[config.mk]
export PLATFORM = sky130hd
export DESIGN_NAME = fc_layer_sequencer
export DESIGN_NICKNAME = d
export VERILOG_FILES = /design/src/rtl/fc_layer_sequencer.sv
export SDC_FILE = /design/constraint.sdc
export NUM_CORES = 1
export LEC_CHECK = 0
export CORE_ASPECT_RATIO = 0.5
export CORE_UTILIZATION = 45
export DETAILED_ROUTE_END_ITERATION = 7
export PLACE_DENSITY = 0.87
export RECOVER_POWER = 100
export SKIP_CTS_REPAIR_TIMING = 1
export SLEW_MARGIN = 20
export SYNTH_ARGS = -nofsm -noshare
export SYNTH_HDL_FRONTEND = slang
export SYNTH_SLANG_ARGS = --single-unit
[constraint.sdc]
create_clock -name clk -period 2.15 [get_ports clk]
set_input_delay 0.645 -clock clk [delete_from_list [all_inputs] [get_ports clk]]
set_output_delay 0.645 -clock clk [all_outputs]
set_load 0.03 [all_outputs]
[src/rtl/fc_layer_sequencer.sv]
// ---------------------------------------------------------------------------
// fc_layer_sequencer
//
// Control FSM that runs one fully-connected layer on a shared single-neuron
// ALU. After start it clears the ALU and fetches the input vector once. Then,
// for each output neuron, it fetches that neuron's weight row and bias, lets
// the adder chain settle, and emits the (optionally ReLU'd) result on a
// valid/ready stream. Row data goes straight from memory to the ALU, so this
// block only carries control signals and the result word.
//
// Ports
//   clk, rst_n        clock / asynchronous active-low reset
//   start             begin a layer (only sampled in IDLE)
//   busy, done        layer in progress / one-cycle completion pulse
//   rd_req, rd_sel,   memory read handshake: sel 0 = input vector,
//   rd_row, rd_valid    sel 1 = weight row + bias of neuron rd_row
//   alu_load_enable   0 = load values, 1 = load bias/weights, 2 = hold
//   alu_clear         ALU clear
//   alu_value         ALU result (combinational from the ALU registers)
//   out_valid/ready,  result stream towards the next layer's input buffer
//   out_data, out_index
// ---------------------------------------------------------------------------
module fc_layer_sequencer #(
  parameter int SIZE          = 16,
  parameter int OUT_SZ        = 84,
  parameter int SETTLE_CYCLES = 2,
  parameter int RELU          = 1,
  localparam int ROW_W        = (OUT_SZ > 1) ? $clog2(OUT_SZ) : 1
) (
  input  logic             clk,
  input  logic             rst_n,
  input  logic             start,
  output logic             busy,
  output logic             done,
  output logic             rd_req,
  output logic             rd_sel,
  output logic [ROW_W-1:0] rd_row,
  input  logic             rd_valid,
  output logic [1:0]       alu_load_enable,
  output logic             alu_clear,
  input  logic [SIZE-1:0]  alu_value,
  output logic             out_valid,
  input  logic             out_ready,
  output logic [SIZE-1:0]  out_data,
  output logic [ROW_W-1:0] out_index
);

  localparam int CNT_W = (SETTLE_CYCLES > 1) ? $clog2(SETTLE_CYCLES) : 1;

  localparam logic [1:0] LD_VALUES = 2'd0;
  localparam logic [1:0] LD_BIAS_W = 2'd1;
  localparam logic [1:0] LD_HOLD   = 2'd2;

  typedef enum logic [3:0] {
    S_IDLE, S_CLEAR, S_REQ_IN, S_LOAD_IN, S_REQ_W,
    S_LOAD_W, S_SETTLE, S_WRITE, S_DONE
  } state_e;

  state_e           state_q, state_d;
  logic [ROW_W-1:0] row_q, row_d;
  logic [CNT_W-1:0] cnt_q, cnt_d;
  logic             out_valid_q, out_valid_d;
  logic [SIZE-1:0]  out_data_q, out_data_d;
  logic [ROW_W-1:0] out_index_q, out_index_d;
  logic             busy_q, busy_d;
  logic             done_q, done_d;
  logic             rd_req_q, rd_req_d;
  logic             rd_sel_q, rd_sel_d;
  logic [1:0]       lae_q, lae_d;
  logic             alu_clear_q, alu_clear_d;
  logic [SIZE-1:0]  result;

  // Negative sums are clamped to zero when ReLU is enabled.
  assign result = ((RELU != 0) && alu_value[SIZE-1]) ? '0 : alu_value;

  always_comb begin
    // NOTE: every signal gets a default before the case statement so no path
    // leaves it unassigned, which would otherwise infer a latch.
    state_d     = state_q;
    row_d       = row_q;
    cnt_d       = cnt_q;
    out_valid_d = out_valid_q;
    out_data_d  = out_data_q;
    out_index_d = out_index_q;

    unique case (state_q)
      S_IDLE:    if (start) state_d = S_CLEAR;
      S_CLEAR:   state_d = S_REQ_IN;
      S_REQ_IN:  if (rd_valid) state_d = S_LOAD_IN;
      S_LOAD_IN: begin
        row_d   = '0;
        state_d = S_REQ_W;
      end
      S_REQ_W:   if (rd_valid) state_d = S_LOAD_W;
      S_LOAD_W: begin
        cnt_d   = CNT_W'(SETTLE_CYCLES - 1);
        state_d = S_SETTLE;
      end
      S_SETTLE: begin
        if (cnt_q == '0) begin
          out_data_d  = result;
          out_index_d = row_q;
          out_valid_d = 1'b1;
          state_d     = S_WRITE;
        end else begin
          cnt_d = cnt_q - 1'b1;
        end
      end
      S_WRITE: begin
        if (out_ready) begin
          out_valid_d = 1'b0;
          if (row_q == ROW_W'(OUT_SZ - 1)) begin
            state_d = S_DONE;
          end else begin
            row_d   = row_q + 1'b1;
            state_d = S_REQ_W;
          end
        end
      end
      S_DONE:    state_d = S_IDLE;
      default:   state_d = S_IDLE;
    endcase

    // Outputs are decoded from the next state and registered, so they line
    // up with state_q without any combinational path to the ports.
    busy_d      = (state_d != S_IDLE);
    done_d      = (state_d == S_DONE);
    rd_req_d    = (state_d == S_REQ_IN) || (state_d == S_REQ_W);
    rd_sel_d    = (state_d == S_REQ_W);
    alu_clear_d = (state_d == S_CLEAR);
    // The ALU loads values whenever it sees 0, so 0 is confined to LOAD_IN.
    lae_d = (state_d == S_LOAD_IN) ? LD_VALUES :
            (state_d == S_LOAD_W)  ? LD_BIAS_W : LD_HOLD;
  end

  // NOTE: sequential state uses non-blocking assignments so every register
  // samples the pre-edge values, independent of statement order.
  always_ff @(posedge clk or negedge rst_n) begin
    if (!rst_n) begin
      state_q     <= S_IDLE;
      row_q       <= '0;
      cnt_q       <= '0;
      out_valid_q <= 1'b0;
      out_data_q  <= '0;
      out_index_q <= '0;
      busy_q      <= 1'b0;
      done_q      <= 1'b0;
      rd_req_q    <= 1'b0;
      rd_sel_q    <= 1'b0;
      lae_q       <= LD_HOLD;
      alu_clear_q <= 1'b0;
    end else begin
      state_q     <= state_d;
      row_q       <= row_d;
      cnt_q       <= cnt_d;
      out_valid_q <= out_valid_d;
      out_data_q  <= out_data_d;
      out_index_q <= out_index_d;
      busy_q      <= busy_d;
      done_q      <= done_d;
      rd_req_q    <= rd_req_d;
      rd_sel_q    <= rd_sel_d;
      lae_q       <= lae_d;
      alu_clear_q <= alu_clear_d;
    end
  end

  assign busy            = busy_q;
  assign done            = done_q;
  assign rd_req          = rd_req_q;
  assign rd_sel          = rd_sel_q;
  assign rd_row          = row_q;
  assign alu_load_enable = lae_q;
  assign alu_clear       = alu_clear_q;
  assign out_valid       = out_valid_q;
  assign out_data        = out_data_q;
  assign out_index       = out_index_q;

endmodule

==> run metrics, run 1 <==
Syn Nets=199; Starting Density=0.477; final WL=4080 um; Avg Inst Size Synth=~11 um^2; DRC=0; HPWL after DPL=2930 um; Primary FF master, synth=dfrtp_1; Clock Latency Late Sink=slightly below 300 ps; Worst Hold Class=reg -> reg; gr usage total=0.195; Hold Startpoint=out_index[1]; num rows=16; Horiz. Die Dim=between 90 and 100 um; CP Data Required Time=roughly 1500 ps; yosys warns=0; Final TNS setup=0 ps; critical-path maximum fanout=1; beginning of the critical path=alu_load_enable[1]; Final Hold Vio Count=0; Crit path max-delay family=buffers and inverters; leading area contributor after synthesis=dfrtp_1; clock-pin slew on the worst setup and hold paths=around 80 ps; clk buf depth=2; MaxCap Viol Count=0; ys async rst share=1.00; cell with the most instances after synthesis=dfrtp_1; crit start category=flop; area delta synth->final=41.2%; Synth top cells by count=41 x dfrtp_1, 25 x o21ai_0, 16 x inv_1, 16 x nand3b_1; Core Box Area=roughly 3900 um^2; clk_skew=8.36 ps; fin crit share=0.982; clock root buffer=clkbuf_8; Pre-antenna DRT Iters=4; WS Path Type=reg -> out; slowest CP cell=clkdlybuf4s50_1; status=finished clean; Final Non-Filler Cells=between 200 and 300; main area contributors after synthesis=dfrtp_1 55%, o21ai_0 6.7%, nand3b_1 6.4%, mux2_2 4.2%, inv_1 3.2%; ANT cells=0; library cells used by synthesis=41; buffers added on ports=between 50 and 60; H-tree levels=2; Buf/Inv on CP=1; global-route wire length before repair=6400 um; vias in the first global route=roughly 1400; Congestion Overflow GR=0; Vias=between 1500 and 2000; layout cells sized above 1=0.122; DRT antenna net count=0; CP endpoint kind=primary output; hold slack=about 500 ps; number of CTS-inserted buffers=5; Placed Area=around 2600 um^2; Post-Syn Area=about 1900 um^2; Mapped Cells=177; sequential cell area fraction in the yosys report=0.560; Post-Place Cells=a little under 300; die area=approximately 4500 um^2; post-route cell area=2660 um^2; CTS tree=built; Worst Tran Pin Value=~1100 ps; #FFs+latches synth=42; initial antenna violation count=0; Slew Limit Fails=0; R2R Path Start=state_q[2]; Max Freq=around 470 MHz; crit-path cells=clkdlybuf4s50_1; P_leak=about 1.1 nW; IO Pins=between 50 and 60; Slew HR=0.286; VDD IR-drop max=between 0.6 and 0.7 mV; drt via density=about 5.1; Power Density=1440 nW/um^2; gpl congestion=about 0.8; routed len/inst=approximately 14 um; # setup viols final=0; largest net degree at the start of global routing=23; nets=266; Yosys top cell area share=0.546; initial drt markers=98; fin util=0.673; CTS sink count=42; Period minus WS final=about 2100 ps; crit-path max cell delay=660 ps; EDFF count, synth=0; Die H=47.7 um; worst path arrival time=roughly 1500 ps
[stage by stage]
stage | setup WS, ps | power, mW
after floorplan | 200 | 2.50
after global placement | -274 | 3.29
after detailed placement | -291 | 3.35
after CTS | 23.8 | 3.98
after global routing | -6.86 | 4.08
final | 38.1 | 3.83
[cell usage in the layout, fill, tap and decap left out, drive strengths merged, types with 7 or more instances in the layout]
cell type       n
dfrtp          41
dlygate4sd3    32
o21ai          25
clkdlybuf4s50  22
nand3b         16
inv            16
clkbuf         15
nor2            7
mux2            7
buf             7
[state kept, by name (all words and copies together) (netlist names), 2 cells and up]
register         count
alu_load_enable      2
out_data            15
out_index            7
rd_row               7
state_q              4
[area by class of cell]
cell class,instances,area [um^2]
inverter,16,60.1
tap,54,67.6
clock buffer,6,72.6
fill,320,1290
sequential,42,1050
multi-input combinational,108,721
timing repair buffer,71,644
clock inverter,2,37.5
[routing by layer]
layer  share of wire  up-vias  wire [um]  GRT usage
met1            0.46      750       1880      0.245
li1                -      744          -          -
met4           0.015        0         61     0.0923
met5               0        -          0          0
met3           0.044        7        181     0.0556
met2            0.48       37       1960      0.326
[final timing paths]
check                                           to  slack [ps]  cells after the start
worst min register to register        out_index[1]         500                      1
worst min-delay path                  out_index[1]         500                      1
worst max register to register        out_index[5]         200                      4
worst max-delay path            alu_load_enable[1]          40                      1
max in group asynchronous                rd_row[1]         520                      2
min in group asynchronous              out_data[3]         520                      1
[where the power goes]
group | leakage (nW) | switching [mW] | internal (mW)
Combinational | 0.560 | 1.17 | 0.778
Sequential | 0.502 | 0.176 | 1.10
Clock | 0.0514 | 0.262 | 0.346
[worst register-to-register path: cells and delay by family, from the launching register on]
family / cells / cell delay, ps
multiplexers: 1 / 370
flip-flops: 1 / 610
buffers and inverters: 1 / 320
AND/OR/NAND/NOR: 2 / 540
[logic make-up (layout without fill, tap and decap cells)]
| group | count (synthesis) | count (layout) | synth area share |
|---|---|---|---|
| multiplexers | 7 | 7 | 0.0419 |
| adder cells (fa/ha/maj) | 1 | 1 | 0.00665 |
| flip-flops | 42 | 42 | 0.560 |
| XOR/XNOR | 4 | 4 | 0.0186 |
| AO/OA/AOI/OAI | 36 | 36 | 0.104 |
| other | 1 | 1 | 0.00199 |
| AND/OR/NAND/NOR | 59 | 59 | 0.206 |
| buffers and inverters | 27 | 95 | 0.0605 |
No activity file was read; power rests on OpenSTA's default activity.
==> run 2: changes to the inputs <==
CORE_MARGIN = 2   (was unset)
CORE_UTILIZATION = 41   (was 45)
PLACE_DENSITY = 0.84   (was 0.87)
clock period = 1.7 ns   (was 2.15 ns; I/O delays follow)
==> run 2 against run 1 <==
- clock-buffer cell count is 1 lower
- power is 38% higher
- worst hold slack worse by 340 ps
- register-to-register slack worse by 180 ps
- routed wire length is 14% higher
- via count is 3.3% higher
- sequential power is 29% higher
- non-clock buffer count is 6 higher
==> run metrics, run 2 (synthesis results as in run 1) <==
status=finished clean; ANT cells=0; Crit path max-delay family=simple AND/OR/NAND/NOR gates; Period minus WS final=between 1500 and 2000 ps; Worst Tran Pin Value=roughly 770 ps; Pint=approximately 3.2 mW; critical-path maximum fanout=6; MaxCap Viol Count=0; post-route cell area=just under 3000 um^2; # setup viols final=0; clk buf depth=2; Clock Latency Late Sink=approximately 300 ps; crit start category=flop; clock share of power=0.180; Buf/Inv on CP=0; routed len/inst=15.0 um; layout cells sized above 1=0.207; commonest non-fill, non-tap cell in the layout=dfrtp_1; Net Sw Power=2.12 mW; buffers added on ports=57; crit-path cells=ha_2 > nand4b_1 > nor2_2 > or4_1 > a21oi_1; sequential power share=0.310; final WL=between 4000 and 5000 um; H-tree levels=2; worst path arrival time=approximately 1900 ps; num rows=17; Filler cells=between 300 and 400; gr usage total=0.188; VDD IR-drop max=between 0.7 and 0.8 mV; fin crit share=0.990; global-route wire length before repair=7460 um; Die H=just over 50 um; gpl congestion=around 0.85; IO Pins=59; drt via density=just over 5; Pre-antenna DRT Iters=4; Final Hold Vio Count=0; DRC=0; Power Density=about 1800 nW/um^2; vias in the first global route=roughly 1600; initial drt markers=between 80 and 90; Worst Hold Class=in -> async; R2R Path Start=rd_row[0]; Slew Limit Fails=0; clock root buffer=clkbuf_8; Placed Area=approximately 2600 um^2; Slew HR=0.490; largest net degree at the start of global routing=33; crit-path max cell delay=around 500 ps; clk_skew=approximately 7.6 ps; Comb pwr share=0.509; hold slack=~160 ps; max FFs per register=15; beginning of the critical path=rd_row[0]; fin util=0.656; number of CTS-inserted buffers=5; WS Path Type=reg -> reg; RSZ-0062 raised after global routing=yes; Congestion Overflow GR=0; CP Data Required Time=a little under 2000 ps; Core Box Area=4400 um^2; clock-pin slew on the worst setup and hold paths=90 ps; nets=between 200 and 300; Final TNS setup=0 ps; commonest non-fill, non-tap cells in the layout=38 x dfrtp_1, 37 x dlymetal6s2s_1, 24 x o21ai_0; CP endpoint kind=flop; DRT antenna net count=0; HPWL after DPL=around 3200 um; initial antenna violation count=0; sw frac=0.402; Vias=roughly 1600; area delta synth->final=53.7%; die area=between 5000 and 6000 um^2; CTS tree=built; P_leak=1.55 nW; Starting Density=0.427; CTS sink count=between 40 and 50; Max Freq=between 500 and 600 MHz; Horiz. Die Dim=99.8 um; slowest CP cell=or4_1
[run 2: power groups by stage]
stage                     Clock, mW  Sequential, mW  Combinational [mW]
final                         0.951            1.64                2.68
after global routing           1.02            1.69                2.88
after CTS                     0.966            1.65                2.69
after detailed placement          0            1.65                2.68
after global placement            0            1.63                2.62
after floorplan                   0            2.33               0.840
[run 2: final timing paths]
| kind | to | slack, ps | cells past startpoint |
|---|---|---|---|
| worst min register to register | out_index[5] | 510 | 1 |
| max in group asynchronous | state_q[3] | 340 | 2 |
| min in group clk | out_index[5] | 510 | 1 |
| worst max-delay path | rd_row[3] | 20 | 5 |
| worst max register to register | rd_row[3] | 20 | 5 |
| worst min-delay path | rd_row[4] | 160 | 1 |
[run 2: layer usage]
metal	global-route usage	share of wire	vias up
li1	-	-	761
met1	0.225	0.42	783
met2	0.325	0.52	37
met3	0.0470	0.041	7
met4	0.0913	0.012	0
met5	0	0	-
[run 2: metrics by stage]
stage	power (mW)	setup slack, ps	std cells
global route	5.58	-108	308
global placement	4.25	-509	300
floorplan	3.17	5.45	177
detailed placement	4.34	-547	300
finish	5.27	17.3	308
CTS	5.31	-247	308
[run 2: final cells by class]
type,instances,area [um^2],area share
inverter,16,60.1,0.0208
timing repair buffer,77,810,0.280
sequential,42,1060,0.365
multi-input combinational,108,756,0.261
clock buffer,5,68.8,0.0238
tap,57,71.3,0.0247
clock inverter,3,68.8,0.0238
